[src/rtl/uart_mult_frame_ctrl_pkg.sv]
// Shared types and helpers for the UART multiplier frame controller.
// Frame states, default sync marker and timeout, byte XOR helper.
package uart_mult_pkg;

    typedef enum logic [2:0] {
        ST_IDLE    = 3'd0,
        ST_RX_A    = 3'd1,
        ST_RX_B    = 3'd2,
        ST_RX_CHK  = 3'd3,
        ST_MULT    = 3'd4,
        ST_TX_LOAD = 3'd5,
        ST_TX_WAIT = 3'd6
    } frame_state_t;

    localparam logic [7:0]  SYNC_BYTE_DEF   = 8'hA5;
    localparam logic [27:0] TIMEOUT_DEF     = 28'd1000000;

    // Running byte-wise XOR used for frame and response checksums.
    function automatic logic [7:0] xor8(input logic [7:0] acc, input logic [7:0] b);
        return acc ^ b;
    endfunction

endpackage

[src/rtl/uart_mult_frame_ctrl_if.sv]
// Byte/multiplier bus between the frame controller and its environment.
// master = frame controller side, slave = UART wrapper / multiplier side.
interface uart_mult_frame_ctrl_if #(
    parameter int OP_WIDTH = 16
) ();
    logic [7:0]            rx_data;
    logic                  rx_valid;
    logic                  tx_ready;
    logic [7:0]            tx_data;
    logic                  tx_start;
    logic [OP_WIDTH-1:0]   mult_a;
    logic [OP_WIDTH-1:0]   mult_b;
    logic                  mult_start;
    logic                  mult_done;
    logic [2*OP_WIDTH-1:0] mult_result;

    modport master (
        input  rx_data, rx_valid, tx_ready, mult_done, mult_result,
        output tx_data, tx_start, mult_a, mult_b, mult_start
    );

    modport slave (
        output rx_data, rx_valid, tx_ready, mult_done, mult_result,
        input  tx_data, tx_start, mult_a, mult_b, mult_start
    );
endinterface

[src/rtl/uart_mult_frame_ctrl_timeout.sv]
// Inter-byte timeout counter: clears on clr or when disabled, pulses expire
// on the cycle the count reaches TIMEOUT_CYCLES-1 without a clear.
module uart_frame_timeout #(
    parameter logic [27:0] TIMEOUT_CYCLES = 28'd1000000
) (
    input  logic clk,
    input  logic rst_n,
    input  logic clr,
    input  logic en,
    output logic expire
);

    logic [27:0] cnt_r;

    // Terminal count detect; a clear in the same cycle wins.
    always_comb begin
        if (en && !clr && (cnt_r == (TIMEOUT_CYCLES - 28'd1))) begin
            expire = 1'b1;
        end else begin
            expire = 1'b0;
        end
    end

    // Idle-cycle counter.
    always_ff @(posedge clk or negedge rst_n) begin
        if (!rst_n) begin
            cnt_r <= 28'd0;
        end else if (clr || !en || expire) begin
            cnt_r <= 28'd0;
        end else begin
            cnt_r <= cnt_r + 28'd1;
        end
    end

endmodule

[src/rtl/uart_mult_frame_ctrl.sv]
// Parses [SYNC, A, B (, CHK)] rx frames, launches the multiplier and streams
// the product back MSB byte first. Optional checksum: UART_FRAME_CHKSUM_EN.
module uart_mult_frame_ctrl
    import uart_mult_pkg::*;
#(
    parameter int          OP_WIDTH       = 16,
    parameter logic [7:0]  SYNC_BYTE      = SYNC_BYTE_DEF,
    parameter logic [27:0] TIMEOUT_CYCLES = TIMEOUT_DEF
) (
    input  logic                   clk_int,
    input  logic                   uart_reset,
    uart_mult_frame_ctrl_if.master bus,
    output logic                   frame_error,
    output logic                   busy
);

    localparam int NB = OP_WIDTH / 8;
`ifdef UART_FRAME_CHKSUM_EN
    localparam int TX_NB = 2 * NB + 1;
`else
    localparam int TX_NB = 2 * NB;
`endif
    localparam int TXW   = TX_NB * 8;
    localparam int CNT_W = $clog2(TX_NB + 1);
    localparam logic [CNT_W-1:0] OP_LAST  = CNT_W'(NB - 1);
    localparam logic [CNT_W-1:0] TX_INIT  = CNT_W'(TX_NB);
    localparam logic [CNT_W-1:0] CNT_ZERO = {CNT_W{1'b0}};
    localparam logic [CNT_W-1:0] CNT_ONE  = CNT_W'(1);

    frame_state_t          state_r;
    logic [CNT_W-1:0]      byte_cnt_r;
    logic [OP_WIDTH-1:0]   a_sh_r;
    logic [OP_WIDTH-1:0]   b_sh_r;
    logic [OP_WIDTH-1:0]   a_next_s;
    logic [OP_WIDTH-1:0]   b_next_s;
    logic [TXW-1:0]        tx_sh_r;
    logic [7:0]            tx_data_r;
    logic                  tx_start_r;
    logic [OP_WIDTH-1:0]   mult_a_r;
    logic [OP_WIDTH-1:0]   mult_b_r;
    logic                  mult_start_r;
    logic                  frame_error_r;
    logic                  busy_r;
    logic                  tmo_en_s;
    logic                  tmo_expire_s;
`ifdef UART_FRAME_CHKSUM_EN
    logic [7:0]            chk_r;
    logic [7:0]            res_xor_s;
`endif

    assign bus.tx_data    = tx_data_r;
    assign bus.tx_start   = tx_start_r;
    assign bus.mult_a     = mult_a_r;
    assign bus.mult_b     = mult_b_r;
    assign bus.mult_start = mult_start_r;
    assign frame_error    = frame_error_r;
    assign busy           = busy_r;

    // Operand shift-in, MSB byte first.
    always_comb begin
        a_next_s = OP_WIDTH'({a_sh_r, bus.rx_data});
        b_next_s = OP_WIDTH'({b_sh_r, bus.rx_data});
    end

`ifdef UART_FRAME_CHKSUM_EN
    // XOR of all product bytes, appended as the trailing response byte.
    always_comb begin
        res_xor_s = 8'h00;
        for (int i = 0; i < 2 * NB; i++) begin
            res_xor_s = xor8(res_xor_s, bus.mult_result[i*8 +: 8]);
        end
    end
`endif

    // Timeout only runs while a frame is being received.
    always_comb begin
        case (state_r)
            ST_RX_A, ST_RX_B, ST_RX_CHK: tmo_en_s = 1'b1;
            default:                     tmo_en_s = 1'b0;
        endcase
    end

    uart_frame_timeout #(
        .TIMEOUT_CYCLES (TIMEOUT_CYCLES)
    ) u_timeout (
        .clk    (clk_int),
        .rst_n  (uart_reset),
        .clr    (bus.rx_valid),
        .en     (tmo_en_s),
        .expire (tmo_expire_s)
    );

    // Frame FSM with registered outputs.
    always_ff @(posedge clk_int or negedge uart_reset) begin
        if (!uart_reset) begin
            state_r       <= ST_IDLE;
            byte_cnt_r    <= CNT_ZERO;
            a_sh_r        <= '0;
            b_sh_r        <= '0;
            tx_sh_r       <= '0;
            tx_data_r     <= 8'h00;
            tx_start_r    <= 1'b0;
            mult_a_r      <= '0;
            mult_b_r      <= '0;
            mult_start_r  <= 1'b0;
            frame_error_r <= 1'b0;
            busy_r        <= 1'b0;
`ifdef UART_FRAME_CHKSUM_EN
            chk_r         <= 8'h00;
`endif
        end else begin
            mult_start_r  <= 1'b0;
            frame_error_r <= 1'b0;
            case (state_r)
                ST_IDLE: begin
                    if (bus.rx_valid && (bus.rx_data == SYNC_BYTE)) begin
                        state_r    <= ST_RX_A;
                        busy_r     <= 1'b1;
                        byte_cnt_r <= CNT_ZERO;
`ifdef UART_FRAME_CHKSUM_EN
                        chk_r      <= 8'h00;
`endif
                    end
                end
                ST_RX_A: begin
                    if (bus.rx_valid) begin
                        a_sh_r <= a_next_s;
`ifdef UART_FRAME_CHKSUM_EN
                        chk_r  <= xor8(chk_r, bus.rx_data);
`endif
                        if (byte_cnt_r == OP_LAST) begin
                            byte_cnt_r <= CNT_ZERO;
                            state_r    <= ST_RX_B;
                        end else begin
                            byte_cnt_r <= byte_cnt_r + CNT_ONE;
                        end
                    end else if (tmo_expire_s) begin
                        frame_error_r <= 1'b1;
                        busy_r        <= 1'b0;
                        byte_cnt_r    <= CNT_ZERO;
                        state_r       <= ST_IDLE;
                    end
                end
                ST_RX_B: begin
                    if (bus.rx_valid) begin
                        b_sh_r <= b_next_s;
`ifdef UART_FRAME_CHKSUM_EN
                        chk_r  <= xor8(chk_r, bus.rx_data);
`endif
                        if (byte_cnt_r == OP_LAST) begin
                            byte_cnt_r <= CNT_ZERO;
`ifdef UART_FRAME_CHKSUM_EN
                            state_r    <= ST_RX_CHK;
`else
                            state_r      <= ST_MULT;
                            mult_start_r <= 1'b1;
                            mult_a_r     <= a_sh_r;
                            mult_b_r     <= b_next_s;
`endif
                        end else begin
                            byte_cnt_r <= byte_cnt_r + CNT_ONE;
                        end
                    end else if (tmo_expire_s) begin
                        frame_error_r <= 1'b1;
                        busy_r        <= 1'b0;
                        byte_cnt_r    <= CNT_ZERO;
                        state_r       <= ST_IDLE;
                    end
                end
`ifdef UART_FRAME_CHKSUM_EN
                ST_RX_CHK: begin
                    if (bus.rx_valid) begin
                        if (bus.rx_data == chk_r) begin
                            state_r      <= ST_MULT;
                            mult_start_r <= 1'b1;
                            mult_a_r     <= a_sh_r;
                            mult_b_r     <= b_sh_r;
                        end else begin
                            frame_error_r <= 1'b1;
                            busy_r        <= 1'b0;
                            state_r       <= ST_IDLE;
                        end
                    end else if (tmo_expire_s) begin
                        frame_error_r <= 1'b1;
                        busy_r        <= 1'b0;
                        state_r       <= ST_IDLE;
                    end
                end
`endif
                ST_MULT: begin
                    if (bus.mult_done) begin
`ifdef UART_FRAME_CHKSUM_EN
                        tx_sh_r <= {bus.mult_result, res_xor_s};
`else
                        tx_sh_r <= bus.mult_result;
`endif
                        byte_cnt_r <= TX_INIT;
                        state_r    <= ST_TX_LOAD;
                    end
                end
                ST_TX_LOAD: begin
                    // Raise once the UART is idle, drop once it has gone busy.
                    if (!tx_start_r) begin
                        if (bus.tx_ready) begin
                            tx_start_r <= 1'b1;
                            tx_data_r  <= tx_sh_r[TXW-1 -: 8];
                        end
                    end else if (!bus.tx_ready) begin
                        tx_start_r <= 1'b0;
                        state_r    <= ST_TX_WAIT;
                    end
                end
                ST_TX_WAIT: begin
                    if (bus.tx_ready) begin
                        if (byte_cnt_r == CNT_ONE) begin
                            byte_cnt_r <= CNT_ZERO;
                            busy_r     <= 1'b0;
                            state_r    <= ST_IDLE;
                        end else begin
                            byte_cnt_r <= byte_cnt_r - CNT_ONE;
                            tx_sh_r    <= {tx_sh_r[TXW-9:0], 8'h00};
                            state_r    <= ST_TX_LOAD;
                        end
                    end
                end
                default: begin
                    tx_start_r <= 1'b0;
                    busy_r     <= 1'b0;
                    byte_cnt_r <= CNT_ZERO;
                    state_r    <= ST_IDLE;
                end
            endcase
        end
    end

endmodule
[src/flat_wrapper.sv]
// flat-port wrapper written by rule: the top's interface ports become plain ports
module uart_mult_frame_ctrl_flat import uart_mult_pkg::*;
#(
    parameter int          OP_WIDTH       = 16,
    parameter logic [7:0]  SYNC_BYTE      = SYNC_BYTE_DEF,
    parameter logic [27:0] TIMEOUT_CYCLES = TIMEOUT_DEF
)
  (clk_int, uart_reset, frame_error, busy, bus_rx_data, bus_rx_valid, bus_tx_ready, bus_mult_done, bus_mult_result, bus_tx_data, bus_tx_start, bus_mult_a, bus_mult_b, bus_mult_start);
  uart_mult_frame_ctrl_if #(.OP_WIDTH(OP_WIDTH)) bus_i ();
  input  logic clk_int;
  input  logic uart_reset;
  output logic frame_error;
  output logic busy;
  input wire logic [$bits(bus_i.rx_data)-1:0] bus_rx_data;
  input wire logic [$bits(bus_i.rx_valid)-1:0] bus_rx_valid;
  input wire logic [$bits(bus_i.tx_ready)-1:0] bus_tx_ready;
  input wire logic [$bits(bus_i.mult_done)-1:0] bus_mult_done;
  input wire logic [$bits(bus_i.mult_result)-1:0] bus_mult_result;
  output wire logic [$bits(bus_i.tx_data)-1:0] bus_tx_data;
  output wire logic [$bits(bus_i.tx_start)-1:0] bus_tx_start;
  output wire logic [$bits(bus_i.mult_a)-1:0] bus_mult_a;
  output wire logic [$bits(bus_i.mult_b)-1:0] bus_mult_b;
  output wire logic [$bits(bus_i.mult_start)-1:0] bus_mult_start;
  assign bus_i.rx_data = bus_rx_data;
  assign bus_i.rx_valid = bus_rx_valid;
  assign bus_i.tx_ready = bus_tx_ready;
  assign bus_i.mult_done = bus_mult_done;
  assign bus_i.mult_result = bus_mult_result;
  assign bus_tx_data = bus_i.tx_data;
  assign bus_tx_start = bus_i.tx_start;
  assign bus_mult_a = bus_i.mult_a;
  assign bus_mult_b = bus_i.mult_b;
  assign bus_mult_start = bus_i.mult_start;
  uart_mult_frame_ctrl #(.OP_WIDTH(OP_WIDTH), .SYNC_BYTE(SYNC_BYTE), .TIMEOUT_CYCLES(TIMEOUT_CYCLES)) u_core (.clk_int(clk_int), .uart_reset(uart_reset), .bus(bus_i), .frame_error(frame_error), .busy(busy));
endmodule
[config.mk]
export PLATFORM = sky130hd
export DESIGN_NAME = uart_mult_frame_ctrl_flat
export DESIGN_NICKNAME = d
export VERILOG_FILES = /design/src/rtl/uart_mult_frame_ctrl_pkg.sv /design/src/rtl/uart_mult_frame_ctrl_if.sv /design/src/rtl/uart_mult_frame_ctrl_timeout.sv /design/src/rtl/uart_mult_frame_ctrl.sv /design/src/flat_wrapper.sv
export SDC_FILE = /design/constraint.sdc
export NUM_CORES = 1
export LEC_CHECK = 0
export CORE_MARGIN = 2
export CORE_UTILIZATION = 50
export CTS_BUF_LIST = sky130_fd_sc_hd__clkbuf_16
export CTS_CLUSTER_DIAMETER = 100
export DETAILED_ROUTE_END_ITERATION = 8
export PLACE_DENSITY_LB_ADDON = 0.12
export SLEW_MARGIN = 20
export SYNTH_ARGS = -nofsm -noshare
export SYNTH_HDL_FRONTEND = slang
export SYNTH_SLANG_ARGS = --single-unit
[constraint.sdc]
create_clock -name clk_int -period 3.3 [get_ports clk_int]
set_clock_uncertainty 0.1 [all_clocks]
set_input_delay 0.33 -clock clk_int [delete_from_list [all_inputs] [get_ports clk_int]]
set_output_delay 0.33 -clock clk_int [all_outputs]
set_load 0.005 [all_outputs]
==> results.md <==
* Status: complete, but fails checks
* Violated checks: design-rule violations
* Overflow after GRT at 0
* Slowest CP cell: dfrtp_1
* Fin. max-slew vios at 0
* Die H at 113 um
* Vias in the first global route at roughly 4k
* Via count at 3933
* Crit Path Category: reg2reg
* Number of flops mapped to enable cells by yosys at 0
* Worst path depth at 5
* CP Data Arrival Time at 2.59 ns
* # DRC at 8
* Dpl ws at 0.692 ns
* Cells along the critical path: and2b_2 -> and2_1 -> nand2_2 -> buf_12 -> mux2_2
* CP max stage delay at between 0.6 and 0.7 ns
* Multi-input gate area at 2430 um^2
* Ys Warns at 0
* Worst vdd ir at 0.000487 V
* Commonest non-fill, non-tap cell in the layout: dfrtp_1
* Setup crit end: u_core.bus.mult_a[4]
* Yosys reg bits at between 100 and 150
* Layout area overhead at 27.6%
* Library cells used by synthesis at 59
* Width of the die at 113 um
* Drt initial violations at 211
* Post-route antenna net violation count at 0
* DRT met1 WL at approximately 5400 um
* RSZ-0062 raised after global routing: no
* Clk pin slew, worst setup/hold paths at 0.06 ns
* Syn_nets at 538
* Met2 wire length at 5730 um
* Critical path buffer and inverter count at 1
* Worst Max-Slew Pin Slew at 0.712 ns
* CP top delay family: simple AND/OR/NAND/NOR gates
* Crit path from: u_core.state_r[1]
* Synthesized area per cell at around 12 um^2
* Most frequent cells in the layout: 134 x dfrtp_1, 87 x clkdlybuf4s50_1, 64 x mux2_2
* Setup violators final at 0
* Mapped Area at just under 6000 um^2
* Gp weighted congestion at 0.813
* Worst min-delay path class: in2async
* Setup_tns at 0 ns
* Initial antenna violation count at 0
* Register Area at ~3400 um^2
* Slew margin rel. at 0.523
* Drt via density at 5.34
* Buffers on Ports at 88
* Min Hold Slack at about 0.27 ns
* Worst R2R Setup Slack at ~0.9 ns
* Cell count after synthesis at 488
* Row count at 39
* Max_cap viols at 0
* Core area at 11500 um^2
* Final Cycle Share at 0.725
* Met3 Routed Length at 427 um
* Pin count of the biggest net entering global routing at 69
* Register area share after synthesis at 0.564
* Wirelength, routed at 11800 um
* Die area at 12800 um^2
* Drt first pass iters at 6
* Final hold vios at 0
* First-pass GRT wire length at 19800 um
* # nets final at 631
* Buffer depth of the longest clock path at 2
* Overall Global Routing Usage at 0.197
* Share of cells above drive strength 1 at 0.205
* CTS tree: yes
* WP data required at roughly 3.5 ns
* Post-CTS Setup Inserts at 0
* # IOs at 89
* Top Metal Used: met4
* Clk Latency, worst-skew pair at 0.41 ns
* Max Clk Rate at 0.418 GHz
* Async SR Flop Fraction at 1.00
* Final-layout fill cell count at 869
* FF-to-FF Start: u_core.state_r[1]
* # clock sinks at roughly 130
* WL per Instance at between 15 and 20 um
* # H-tree levels at 4
* CP Launch Type: register
* Antenna diodes at 0
* TritonCTS buffer count at 17
* PnR worst setup slack at slightly above 0.9 ns
* R2R cell count at 5
* Prevailing post-synth register cell: dfrtp_1
* Standby leakage power at 3.51 nW
* Tot Pwr at 0.00624 W
* Critical Path Fanout Max at 22
* Detailed Place HPWL at 7910 um
* Clock period minus final worst setup slack at about 2.4 ns
* Initial core utilization at 0.517
* Power Density at just over 800 nW/um^2
* CTS root buf: clkbuf_16
* Cell area after placement at 6940 um^2
* R2R Path End: u_core.bus.mult_a[4]
* Design area at 7590 um^2
* Worst setup EP type: register
-- per-layer routing --
layer | GRT usage | vias up
li1 | - | 1900
met4 | 0.0846 | 0
met3 | 0.0445 | 17
met2 | 0.313 | 58
met1 | 0.263 | 1958
met5 | 0 | -
-- registers in the layout, indices dropped and copies added, names as in the netlist --
name	cells
u_core.busy	1
u_core.state_r	3
u_core.bus.mult_a	16
u_core.frame_error	1
u_core.byte_cnt_r	3
u_core.u_timeout.cnt_r	28
u_core.bus.mult_b	16
u_core.bus.tx_data	8
u_core.bus.mult_start	1
u_core.b_sh_r	8
u_core.a_sh_r	16
u_core.bus.tx_start	1
u_core.tx_sh_r	32
-- cell usage after synthesis (2+ instances only) --
library cell,number,share of area
nand3_1,8,0.0067
clkbuf_1,4,0.0025
and4_1,3,0.0044
o21ai_2,2,0.0029
inv_1,9,0.0057
nand2_1,44,0.028
nor2_1,39,0.025
a21oi_1,2,0.0017
o22ai_1,2,0.0021
and2b_1,3,0.0038
and3_1,5,0.0053
a22o_1,9,0.013
nand2b_1,4,0.0042
nor3_2,2,0.0034
xor2_1,22,0.032
and3_2,2,0.0025
buf_4,6,0.0076
a31oi_1,2,0.0021
mux2i_1,24,0.040
xnor2_1,4,0.0059
and4bb_2,2,0.0042
mux2_2,64,0.12
o21ai_0,35,0.029
nor4_1,3,0.0032
nand4_1,6,0.0063
o31ai_1,2,0.0025
buf_2,5,0.0042
buf_6,3,0.0057
nor3_1,4,0.0034
dfrtp_1,134,0.56
ha_1,5,0.011
and2b_2,2,0.0029
-- worst register-to-register path: stages (launching register included) --
cell and delay [ns]:
dfrtp_1 0.66, and2b_2 0.28, and2_1 0.39, nand2_2 0.30, buf_12 0.26, mux2_2 0.29
-- how the worst min path moves through the flow --
| stage | startpoint | endpoint | slack [ns] | cells after the start |
|---|---|---|---|---|
| 2_1_floorplan | uart_reset | u_core.a_sh_r[0] | -0.07 | 0 |
| 3_3_place_gp | uart_reset | u_core.bus.tx_data[4] | 0.15 | 1 |
| 3_5_place_dp | uart_reset | u_core.bus.tx_data[4] | 0.16 | 1 |
| 4_1_cts | uart_reset | u_core.tx_sh_r[26] | 0.26 | 2 |
| 5_1_grt | uart_reset | u_core.bus.tx_data[4] | 0.29 | 2 |
| 6_report | uart_reset | u_core.tx_sh_r[25] | 0.27 | 2 |
-- power by group --
part,switching (W),internal [W]
Sequential,0.000378,0.00219
Clock,0.000689,0.00133
Combinational,0.000689,0.000955
Total,0.00176,0.00448
-- area by class of cell --
| class | instances | area share |
|---|---|---|
| flip-flops and latches | 134 | 0.442 |
| multi-input cells | 324 | 0.320 |
| repair buffers | 95 | 0.126 |
| clock buffers | 17 | 0.0561 |
| clock inverters | 15 | 0.0279 |
| well taps | 143 | 0.0236 |
| inverters | 9 | 0.00445 |
-- what timing repair did --
| item | in CTS | in global routing |
|---|---|---|
| gates resized for setup | 0 | 0 |
| setup endpoints to repair | 0 | 0 |
| hold buffers | 1 | 0 |
| hold endpoints to repair | 23 | 0 |
-- metrics by stage --
stage               cells  utilization
finish                737        0.659
global route          737        0.659
CTS                   737        0.658
detailed placement    704        0.602
global placement      704        0.602
floorplan             488            -
-- cell families (layout without fill, tap and decap cells) --
kind of cell	Yosys count	count (layout)	share of synthesized area
and+or+nand+nor	142	142	0.129
DFF	134	134	0.564
muxes	88	88	0.162
AOI/OAI and AO/OA	63	63	0.0677
buffers and inverters	30	136	0.0294
xor gates and xnor gates	26	26	0.0383
adders and majority gates	5	5	0.0105
(Power assumes the default switching activity.)
